$ cat src/rtl/keypad_pkg.sv
// Shared types and helpers for the 4x4 keypad encoder.
package keypad_pkg;
  localparam int CODE_W = 4;

  typedef enum logic [1:0] {IDLE, DEB_P, HELD, DEB_R} state_t;
  typedef enum logic [1:0] {NONE, KEY, MULTI} frame_t;

  function automatic logic [2:0] popcount4(input logic [3:0] v);
    return 3'(v[0]) + 3'(v[1]) + 3'(v[2]) + 3'(v[3]);
  endfunction

  // Index of the set bit in a one-hot nibble (0 when none is set).
  function automatic logic [1:0] onehot_idx(input logic [3:0] v);
    logic [1:0] idx;
    idx = 2'd0;
    for (int i = 0; i < 4; i++) begin
      if (v[i]) idx = 2'(i);
    end
    return idx;
  endfunction
endpackage

$ cat src/rtl/keypad_scanner.sv
// Column scanner: divider, one-hot column rotation, sample and frame-end strobes.
module keypad_scanner
  import keypad_pkg::*;
#(
  parameter int SCAN_DIV = 1000
) (
  input  logic       clk,
  input  logic       rst,
  output logic [3:0] col,
  output logic [1:0] col_idx,
  output logic       sample,
  output logic       frame_end
);
  localparam int DW = $clog2(SCAN_DIV);

  logic [DW-1:0] div;

  assign sample    = (div == DW'(SCAN_DIV - 1));
  assign frame_end = sample && col[3];
  assign col_idx   = onehot_idx(col);

  always_ff @(posedge clk) begin
    if (rst) begin
      div <= '0;
      col <= 4'b0001;
    end else if (sample) begin
      div <= '0;
      col <= {col[2:0], col[3]};
    end else begin
      div <= div + 1'b1;
    end
  end
endmodule

$ cat src/rtl/keypad_encoder.sv
// 4x4 keypad encoder: per-frame key classification, debounce FSM and code outputs.
module keypad_encoder
  import keypad_pkg::*;
#(
  parameter int SCAN_DIV = 1000,
  parameter int DEBOUNCE = 4
) (
  input  logic       clk,
  input  logic       rst,
  input  logic [3:0] row,
  output logic [3:0] col,
  output logic       A,
  output logic       B,
  output logic       C,
  output logic       D,
  output logic       valid,
  output logic       pressed
);
  localparam int CW = $clog2(DEBOUNCE + 1);

  logic              sample, frame_end;
  logic [1:0]        col_idx;
  logic [1:0]        acc_hits;
  logic [CODE_W-1:0] acc_code;
  logic [2:0]        row_hits, tot_hits;
  logic [1:0]        hits_sat;
  logic [CODE_W-1:0] frame_code;
  frame_t            frame_res;
  state_t            state;
  logic [CW-1:0]     cnt;
  logic [CW-1:0]     cnt_inc;
  logic [CODE_W-1:0] cand;
  logic [CODE_W-1:0] code;

  keypad_scanner #(.SCAN_DIV(SCAN_DIV)) u_scanner (
    .clk       (clk),
    .rst       (rst),
    .col       (col),
    .col_idx   (col_idx),
    .sample    (sample),
    .frame_end (frame_end)
  );

  // Frame result includes the current sample so the FSM can act on the frame-end edge.
  always_comb begin
    row_hits   = popcount4(row);
    tot_hits   = {1'b0, acc_hits} + row_hits;
    hits_sat   = (tot_hits >= 3'd2) ? 2'd2 : tot_hits[1:0];
    frame_code = (acc_hits == 2'd0 && row_hits == 3'd1) ? {onehot_idx(row), col_idx} : acc_code;
    frame_res  = (tot_hits == 3'd0) ? NONE : (tot_hits == 3'd1) ? KEY : MULTI;
    cnt_inc    = cnt + 1'b1;
  end

  always_ff @(posedge clk) begin
    if (rst) begin
      acc_hits <= 2'd0;
      acc_code <= '0;
    end else if (sample) begin
      acc_hits <= frame_end ? 2'd0 : hits_sat;
      acc_code <= frame_end ? '0 : frame_code;
    end
  end

  always_ff @(posedge clk) begin
    if (rst) begin
      state   <= IDLE;
      cnt     <= '0;
      cand    <= '0;
      code    <= '0;
      valid   <= 1'b0;
      pressed <= 1'b0;
    end else begin
      valid <= 1'b0;
      if (frame_end) begin
        case (state)
          IDLE: if (frame_res == KEY) begin
            cand <= frame_code;
            cnt  <= CW'(1);
            if (DEBOUNCE == 1) begin
              state   <= HELD;
              code    <= frame_code;
              valid   <= 1'b1;
              pressed <= 1'b1;
            end else begin
              state <= DEB_P;
            end
          end
          DEB_P: begin
            if (frame_res == KEY && frame_code == cand) begin
              cnt <= cnt_inc;
              if (cnt_inc == CW'(DEBOUNCE)) begin
                state   <= HELD;
                code    <= cand;
                valid   <= 1'b1;
                pressed <= 1'b1;
              end
            end else if (frame_res == KEY) begin
              cand <= frame_code;
              cnt  <= CW'(1);
            end else begin
              state <= IDLE;
            end
          end
          HELD: if (frame_res == NONE) begin
            cnt <= CW'(1);
            if (DEBOUNCE == 1) begin
              state   <= IDLE;
              pressed <= 1'b0;
            end else begin
              state <= DEB_R;
            end
          end
          DEB_R: begin
            if (frame_res == NONE) begin
              cnt <= cnt_inc;
              if (cnt_inc == CW'(DEBOUNCE)) begin
                state   <= IDLE;
                pressed <= 1'b0;
              end
            end else begin
              state <= HELD;
            end
          end
          default: state <= IDLE;
        endcase
      end
    end
  end

  assign {A, B, C, D} = code;
endmodule
$ cat config.mk
export PLATFORM = sky130hd
export DESIGN_NAME = keypad_encoder
export DESIGN_NICKNAME = d
export VERILOG_FILES = /design/src/rtl/keypad_pkg.sv /design/src/rtl/keypad_scanner.sv /design/src/rtl/keypad_encoder.sv
export SDC_FILE = /design/constraint.sdc
export NUM_CORES = 1
export LEC_CHECK = 0
export CAP_MARGIN = 20
export CORE_ASPECT_RATIO = 0.75
export CORE_MARGIN = 4
export CORE_UTILIZATION = 44
export DETAILED_ROUTE_END_ITERATION = 10
export GPL_TIMING_DRIVEN = 0
export PLACE_DENSITY = 0.68
export SLEW_MARGIN = 20
export SYNTH_ARGS = -nofsm -noshare
export SYNTH_HDL_FRONTEND = slang
export SYNTH_SLANG_ARGS = --single-unit
$ cat constraint.sdc
create_clock -name clk -period 4.2 [get_ports clk]
set_clock_uncertainty 0.15 [all_clocks]
set_input_delay 1.26 -clock clk [delete_from_list [all_inputs] [get_ports clk]]
set_output_delay 1.26 -clock clk [all_outputs]
set_load 0.01 [all_outputs]
* After elaboration in Yosys (flattened, before gate mapping)
Cells that the tools add are included.
** Storage, ports and cells
- Bits in registers :: 35
- Logic and storage cells :: 89
** Operators by class
- Add/subtract/negate cells :: 6
- Magnitude comparators :: 1
- Eq/ne operators :: 19
- Mux-type cells :: 34
- Bitwise operators :: 3
- Reduce and logical (&&, ||, !) cells :: 16
** Operators with widths (number)
- 2-to-1 mux 2 bit :: 15
- 2-to-1 mux 4 bit :: 4
- != test 2 bit, second input constant :: 7
- 2-to-1 mux 3 bit :: 4
- case mux 3 bit (4 select lines) :: 1
- AND reduction 6 bit :: 2
- adder 10 x 1 -> 10 bit, second input constant :: 1
- == test 10 bit, second input constant :: 1
- != test 3 bit, second input constant :: 3
- case mux 2 bit (4 select lines) :: 1
- case mux 4 bit (2 select lines) :: 1
- 2-to-1 mux 1 bit :: 7
- == test 3 x 1 -> 1 bit, second input constant :: 2
- zero test 2 bit :: 3
- AND reduction 3 bit :: 2
- == test 2 x 1 -> 1 bit, second input constant :: 2
- == test 2 bit, second input constant :: 2
- == test 4 bit :: 1
- AND reduction 4 bit :: 1
- nonzero test 2 bit :: 2
- OR reduction 4 bit :: 1
- adder 2 x 1 -> 3 bit :: 1
- adder 2 x 3 -> 3 bit :: 1
- adder 3 x 1 -> 3 bit :: 1
- other kinds (9) :: 13

* Longest topological paths before layout
Gate-level depths: netlist (run 1).
- Depth in word-level cells :: 11
- Depth in mapped cells :: 13
- Gate-level depth less buffers :: 12

* Hierarchy
Synthesis (run 1) repeated with hierarchy kept, for this count alone.
** Unflattened totals
- Cells, all modules :: 220
- Area total of the unflattened synthesis :: 1924.3 um2
** By module, submodules not included
- keypad_encoder :: instances 1, cells each 152, area an instance 1305.0 um2
- keypad_scanner :: instances 1, cells each 68, area an instance 619.3 um2

* Least setup slack after synthesis (run 1)
Ideal clock, no wire load.
- Path type :: input-to-reg
- Start point :: input row[0]
- End point :: register code[0]
- Setup time :: 0.119 ns
- Arrival :: 4.116 ns
- Data required time :: 3.931 ns
- Path slack :: -0.186 ns
- Cell stages on the path :: 13
- Path buffers :: 1
- Cells stage by stage :: inv_1 fa_1 inv_1 ha_1 ha_1 fa_1 xor2_1 nor3_1 and3_1 nand2_1 or4_1 buf_2 mux2i_1
** On the way
- Cells in the longest elaborated chain, start to end :: 10
** RTL lines
- start, declared :: RTL line keypad_encoder.sv:10 : input logic [3:0] row,
- adder 1 x 1 -> 2 bit * :: RTL line keypad_pkg.sv:9 : return 3'(v[0]) + 3'(v[1]) + 3'(v[2]) + 3'(v[3]);
- adder 2 x 1 -> 3 bit * :: RTL line keypad_pkg.sv:9
- adder 3 x 1 -> 3 bit * :: RTL line keypad_pkg.sv:9
- adder 2 x 3 -> 3 bit :: RTL line keypad_encoder.sv:47 : tot_hits = {1'b0, acc_hits} + row_hits;
- == test 3 x 1 -> 1 bit :: RTL line keypad_encoder.sv:50 : frame_res = (tot_hits == 3'd0) ? NONE : (tot_hits == 3'd1) ? KEY : MULTI;
- 2-to-1 mux 2 bit (2 in a row) :: RTL line keypad_encoder.sv:50
- == test 2 x 1 -> 1 bit :: RTL line keypad_encoder.sv:89 : if (frame_res == KEY && frame_code == cand) begin
- logical AND 1 bit * :: RTL line keypad_encoder.sv:89
- AND reduction 4 bit (no source line) *
- end signal, assigned :: RTL line keypad_encoder.sv:81 : code <= frame_code;
- end signal, assigned :: RTL line keypad_encoder.sv:93 : code <= cand;
- end, declared :: RTL line keypad_encoder.sv:33 : logic [CODE_W-1:0] code;
Mark *: on every way between the ends. The rest lies on a longest branch, timed or not.
A chain may end at the register's enable or synchronous reset.

* Worst setup path in the final report (run 1)
- Start point :: input row[3]
- End point :: register code[3]
** On the way
- Cells in the longest elaborated chain, start to end :: 8
** RTL lines (RTL line)
- adder 3 x 1 -> 3 bit :: keypad_pkg.sv:9
- adder 2 x 3 -> 3 bit :: keypad_encoder.sv:47
- == test 3 x 1 -> 1 bit :: keypad_encoder.sv:50
- 2-to-1 mux 2 bit (2 in a row) :: keypad_encoder.sv:50
- == test 2 x 1 -> 1 bit :: keypad_encoder.sv:89
- logical AND 1 bit * :: keypad_encoder.sv:89
- AND reduction 4 bit (no source line) *
Marked as above.

==> results.md, run 1 <==
- CTS tree: done
- Clock root cell: clkbuf_8
- Num rows: 20
- Worst slew pin tran: 0.825 ns
- DR pass1 iterations: 4
- Drt total wl: 4380 microns
- Hold Crit Class: reg -> reg
- Sequential share of the synthesized area: 36.9%
- Lkg Pwr: 0.874 nW
- CP Cell Sequence: clkdlybuf4s15_2 > inv_2 > fa_1 > inv_2 > ha_4 > nand2b_4 > or4_4 > buf_6 > o31a_1 > or4_4 > mux2i_1
- Depth of the CTS H-tree: 2
- First-pass GRT wire length: 7590 microns
- Maxcap violations: 0
- DRT iter0 DRCs: 60
- Initial Util: 46.2%
- Worst slew margin: 44.6%
- Clock transition at path regs: 0.07 ns
- Worst setup margin: 0.0875 ns
- GRT Residual Overflow: 0
- Cell family with most CP delay: simple AND/OR/NAND/NOR gates
- Area Overhead vs Synth: 24.6%
- Most numerous cell in the Yosys netlist: dfxtp_1
- Period utilization: 97.9%
- Share of cells above drive strength 1: 15.0%
- Required time of the worst setup path: 4.22 ns
- Port bufs: 15
- Cell taking the most area after synthesis: dfxtp_1
- CTS Buf Count: 5
- Netlist cell types: 43
- CP startpoint kind: primary input
- EDFF count, synth: 0
- Setup CP Type: in -> reg
- Dpl ws: -0.863 ns
- Synth Area per Inst: 8.40 sq um
- Max Freq: 243 MHz
- Die Y: 64.9 microns
- Worst setup EP type: flip-flop
- DR vias: 1708
- Multi-input logic area: 1230 sq um
- Mapped Cells: 226
- GP Congestion: 0.883
- Synth area leaders: dfxtp_1 (37%), a21oi_1 (4.7%), mux2i_1 (4.2%)
- Met1 usage: 25.7%
- Area of the core: 4100 sq um
- Vias in the first global route: 1596
- Grt peak-use layer: met1
- CP Buf/Inv Count: 4
- Global Route Usage Sum: 17.5%
- Vias per inst: 5.55
- Die W: 83.8 microns
- N_diodes: 0
- Filler cells: 387
- Syn_nets: 240
- GR Layer Usage met2: 23.0%
- Status: finished, final reports clean
- GR Layer Usage met3: 4.70%
- Fin area: 2360 sq um
- Total power: 0.721 mW
- Hold Fails Final Rpt: 0
- Skew-Pair Late Insertion Delay: 0.28 ns
- Final ANT Viol Nets: 0
- Pwr/cell area: 305 nW/um^2
- Post-layout min period: 4.11 ns
- Residual DRC: 0
- Maximum vdd drop: 0.218 mV
- Max Slew Vio Count: 0
- Unrepaired setup endpoints after global routing: no
- Area of the mapped netlist: 1900 sq um
- Sink Count: 35
- Yosys warning count: 0
- Share of Yosys cell area claimed by the top area cell type: 36.9%
- CTS max path bufs: 2
- Final nets: 267
- CP max stage cell: or4_4
- Antenna violations before repair: 0
- Wire per inst: 14.2 microns
- Top FF cell, synth: dfxtp_1
- Pin count of the biggest net entering global routing: 11
- Setup violators final: 0
- DIE AREA: 5440 sq um
- Crit path max fanout: 10
- Asr flop ratio synth: 0%
- Placed Area: 2180 sq um
- Critical path's largest stage delay: 0.61 ns
- FF+latch area: 701 sq um
- Top post-synthesis cells by count: dfxtp_1 (35), nor2_1 (21), nand2_1 (19), a21oi_1 (18), nand2b_1 (12)
- Ports: 16
- #FFs+latches synth: 35
- Detailed Place HPWL: 3130 microns
- Crit path DAT: 4.13 ns
- Worst hold slack: 0.317 ns
==> routing by layer <==
layer	vias up	share of wire, %
li1	859	-
met1	791	53
met2	52	39
met3	6	6.4
met4	0	1.6
met5	-	0
==> power breakdown <==
part / leakage, nW / internal [mW] / total (mW) / switching, mW
clock: 0.0470 / 0.129 / 0.246 / 0.117
sequential: 0.282 / 0.334 / 0.337 / 0.00229
combinational: 0.544 / 0.0597 / 0.138 / 0.0782
==> area by class of cell <==
| class | instances | share of cell area (%) |
|---|---|---|
| inverters | 9 | 1.75 |
| clock buffers | 6 | 3.49 |
| flip-flops and latches | 35 | 29.6 |
| clock inverters | 1 | 0.212 |
| plain buffers | 10 | 1.90 |
| well taps | 55 | 2.91 |
| repair buffers | 21 | 8.04 |
| multi-input cells | 171 | 52.1 |
==> repair_timing <==
action	in CTS	in global routing
hold buffers	0	0
cloned	0	0
setup endpoints to repair	15	11
setup buffers	3	3
endpoints found under the hold margin	0	0
pin swaps	7	3
gates resized for setup	14	5
==> metrics by stage <==
step / utilization (%) / TNS [ns] / instances
after floorplan: - / -0.0704 / 226
after detailed placement: 53.2 / -10.74 / 296
final: 57.6 / 0 / 308
after global placement: 53.2 / -10.61 / 296
after CTS: 56.4 / 0 / 305
after global routing: 57.6 / 0 / 308
==> worst reg2reg max path, cell delays in order, from the launching register on <==
cell and delay (ns):
dfxtp_1 0.36, ha_1 0.23, nand2_1 0.09, nor4_2 0.70, nand2_1 0.36, or4_4 0.61
mux2i_1 0.14
==> registers in the layout (all words and copies together), names as in the netlist, 2 cells and up <==
register,count
cnt,3
cand,4
acc_code,4
acc_hits,2
u_scanner.col,4
code,4
u_scanner.div,10
state,2
==> cells in the final DEF (no fill, tap or decap), types with 3 or more instances in the layout <==
master	count
nor2_1	20
and3_1	5
nand4_1	3
clkbuf_8	6
nand2b_1	12
xnor2_1	6
inv_1	5
xor2_1	6
ha_4	3
and2_1	3
clkbuf_1	8
mux2i_1	8
nand3_1	8
o21ai_0	6
or3_1	6
a21oi_1	18
clkdlybuf4s50_1	12
dfxtp_1	35
nor3_1	6
buf_4	6
ha_1	3
inv_2	3
nand2_1	18
==> cell families (layout without fill, tap and decap cells) <==
kind of cell	after synthesis	count (layout)	share of synthesized area (%)
AO/OA/AOI/OAI	45	45	15.8
XOR/XNOR	13	13	6.00
adder cells (fa/ha/maj)	8	8	6.06
buffers and inverters	20	47	4.09
flip-flops	35	35	36.9
multiplexers	8	8	4.22
AND/OR/NAND/NOR	97	97	27.0
==> path summary, 6_finish.rpt <==
| kind | slack, ns | cells after the start | from | to |
|---|---|---|---|---|
| worst max-delay path | 0.09 | 11 | row[3] | code[3] |
| worst min-delay path | 0.32 | 1 | u_scanner.div[0] | u_scanner.div[0] |
| worst max register to register | 1.44 | 6 | u_scanner.div[0] | code[3] |
| worst min register to register | 0.32 | 1 | u_scanner.div[0] | u_scanner.div[0] |
(Power assumes the default switching activity.)
==> run 2: changes to the inputs <==
--- a/config.mk
+++ b/config.mk
@@ -8,10 +8,9 @@
 export CAP_MARGIN = 20
 export CORE_ASPECT_RATIO = 0.75
 export CORE_MARGIN = 4
-export CORE_UTILIZATION = 44
+export CORE_UTILIZATION = 41
 export DETAILED_ROUTE_END_ITERATION = 10
 export GPL_TIMING_DRIVEN = 0
-export PLACE_DENSITY = 0.68
 export SLEW_MARGIN = 20
 export SYNTH_ARGS = -nofsm -noshare
 export SYNTH_HDL_FRONTEND = slang
==> run 2 against run 1 <==
Sequential power is essentially flat. Utilization is 3.9 points lower. Register-to-register slack worse by 0.06 ns. Power about the same. Worst hold slack worse by 0.010 ns. Largest cell class unchanged. Worst setup slack lost 0.026 ns.
==> results.md, run 2 (synthesis results as in run 1) <==
- Residual DRC: 0 (unchanged)
- DR vias: 1709 (+0.059%)
- Crit path DAT: 4.17 ns (+0.04 ns)
- Clock transition at path regs: 0.07 ns (about the same)
- Sink Count: 35 (unchanged)
- Largest Register: u_scanner.div
- CTS tree: done
- Critical R2R Capture: code[3]
- DR pass1 iterations: 5 (+1)
- Reg2reg setup slack: 1.38 ns (-0.06 ns)
- Worst hold slack: 0.307 ns (-0.0101 ns)
- Pwr/cell area: 300 nW/um^2 (-1.5%)
- CP max stage cell: or4_4
- Final nets: 271 (+1.5%)
- Detailed Place HPWL: 3140 microns (+0.56%)
- Worst setup EP type: flip-flop
- Hold Fails Final Rpt: 0 (unchanged)
- Wire per inst: 14.1 microns (-0.72%)
- Setup CP Type: in -> reg
- Placed Area: 2190 sq um (+0.11%)
- CTS max path bufs: 2 (unchanged)
- Vias in the first global route: 1539 (-3.6%)
- Most common cell after layout, fill and taps aside: dfxtp_1
- Hold depth: 1 (unchanged)
- Clock share of power: 34.3% (about the same)
- Unrepaired setup endpoints after global routing: no
- Ports: 16 (unchanged)
- Setup tns final: 0 ns (unchanged)
- Critical path's largest stage delay: 0.61 ns (about the same)
- Antenna violations before repair: 0 (unchanged)
- Max Freq: 242 MHz (-0.63%)
- GRT Residual Overflow: 0 (unchanged)
- Drt total wl: 4430 microns (+1.2%)
- CP Cell Sequence: buf_4 > inv_8 > fa_1 > inv_2 > ha_4 > ha_4 > buf_4 > or4_4 > o31a_1 > or4_4 > mux2i_1
- Vias per inst: 5.44 (-1.9%)
- Lkg Pwr: 0.885 nW (+1.2%)
- Sequential share of power: 46.7% (about the same)
- Final ANT Viol Nets: 0 (unchanged)
- GP Congestion: 0.805 (-8.9%)
- Worst hold endpoint: u_scanner.div[0]
- Port bufs: 15 (unchanged)
- Net Switching: 0.198 mW (+0.17%)
- Switching share of power: 27.5% (+0.059 points)
- Fin area: 2400 sq um (+1.5%)
- Maxcap violations: 0 (unchanged)
- Worst slew pin tran: 0.872 ns (+0.0477 ns)
- Area of the core: 4470 sq um (+8.8%)
- Pin count of the biggest net entering global routing: 11 (unchanged)
- CTS Buf Count: 5 (unchanged)
- Worst setup margin: 0.0613 ns (-0.0262 ns)
- DRT iter0 DRCs: 124 (+110%)
- Final core occ: 53.7% (-3.9 points)
- Clock root cell: clkbuf_8
- Num rows: 21 (+5.0%)
- Initial Util: 42.5% (-3.8 points)
- Max reg flops: 10 (unchanged)
- Maximum vdd drop: 0.143 mV (-35%)
- Cell family with most CP delay: simple AND/OR/NAND/NOR gates
- DIE AREA: 5790 sq um (+6.5%)
- Internal power: 0.522 mW (-0.12%)
- First-pass GRT wire length: 7470 microns (-1.6%)
- Required time of the worst setup path: 4.23 ns (about the same)
- Setup violators final: 0 (unchanged)
- Post-layout min period: 4.14 ns (+0.0262 ns)
- Crit path max fanout: 6 (-4)
- Status: finished, final reports clean
- Hold path startpoint: u_scanner.div[0]
- Dpl ws: -0.882 ns (-0.0195 ns)
- Combinational power share: 19.0% (about the same)
- Period utilization: 98.5% (+0.62 points)
- Global Route Usage Sum: 16.6% (-0.83 points)
- CP Buf/Inv Count: 4 (unchanged)
- Worst slew margin: 41.4% (-3.2 points)
- Total power: 0.720 mW (about the same)
- Die Y: 66.9 microns (+3.2%)
- Placed Instances: 298 (+0.68%)
- N_diodes: 0 (unchanged)
- Max Slew Vio Count: 0 (unchanged)
- Worst Reg2Reg Path Length in Cells: 6 (unchanged)
- Die W: 86.6 microns (+3.3%)
- Reg2reg start: u_scanner.div[0]
- Hold Crit Class: reg -> reg
- Most frequent cells in the layout: dfxtp_1 (35), nor2_1 (20), nand2_1 (18)
- Finished Layout Cells: 314 (+1.9%)
- Skew-Pair Late Insertion Delay: 0.29 ns (about the same)
- Area Overhead vs Synth: 26.4%
- CP startpoint kind: primary input
- Depth of the CTS H-tree: 2 (unchanged)
- Share of cells above drive strength 1: 17.5% (+2.5 points)
-- run 2: repair_timing --
| item | in CTS | in global routing |
|---|---|---|
| setup endpoints to repair | 16 | 13 |
| buffers inserted | 9 | 4 |
| cloned | 0 | 0 |
| gates resized for setup | 17 | 9 |
| hold buffers | 0 | 0 |
| pin swaps | 10 | 10 |
-- run 2: power groups by stage --
stage	Sequential, mW	Clock, mW	Combinational (mW)
floorplan	0.344	0	0.0844
global placement	0.344	0	0.113
detailed placement	0.344	0	0.112
CTS	0.336	0.256	0.125
global route	0.337	0.272	0.150
finish	0.336	0.247	0.137
-- run 2: cell type report --
type                            count  area, sq um
Fill cell                         448         2070
Multi-Input combinational cell    171         1240
Sequential cell                    35          701
Timing Repair Buffer               26          220
Clock buffer                        6         82.6
Tap cell                           57         71.3
Inverter                            9         41.3
Buffer                              9         33.8
Clock inverter                      1         5.00
-- run 2: worst reg2reg max path, cell delays in order, from the launching register on --
cell     delay (ns)
dfxtp_1        0.37
ha_1           0.22
nand2_1        0.09
nor4_2         0.73
nand2_1        0.40
or4_4          0.62
mux2i_1        0.14
-- run 2: how the worst max path moves through the flow --
stage                      start       to  slack, ns  cells past startpoint
final                     row[0]  code[3]       0.06                     11
after global routing      row[0]  code[2]      0.009                     11
after CTS                 row[3]  code[1]      0.008                     13
after detailed placement  row[0]  code[1]      -0.88                     12
after global placement    row[0]  code[1]      -0.90                     12
after floorplan           row[0]  code[0]      -0.02                     13
-- run 2: per-layer routing --
metal / share of wire [%] / GRT usage, % / up-vias
met5: 0 / 0 / -
met4: 1.1 / 5.84 / 0
met3: 6.1 / 5.07 / 6
met2: 38 / 22.0 / 46
met1: 55 / 24.8 / 785
li1: - / - / 872
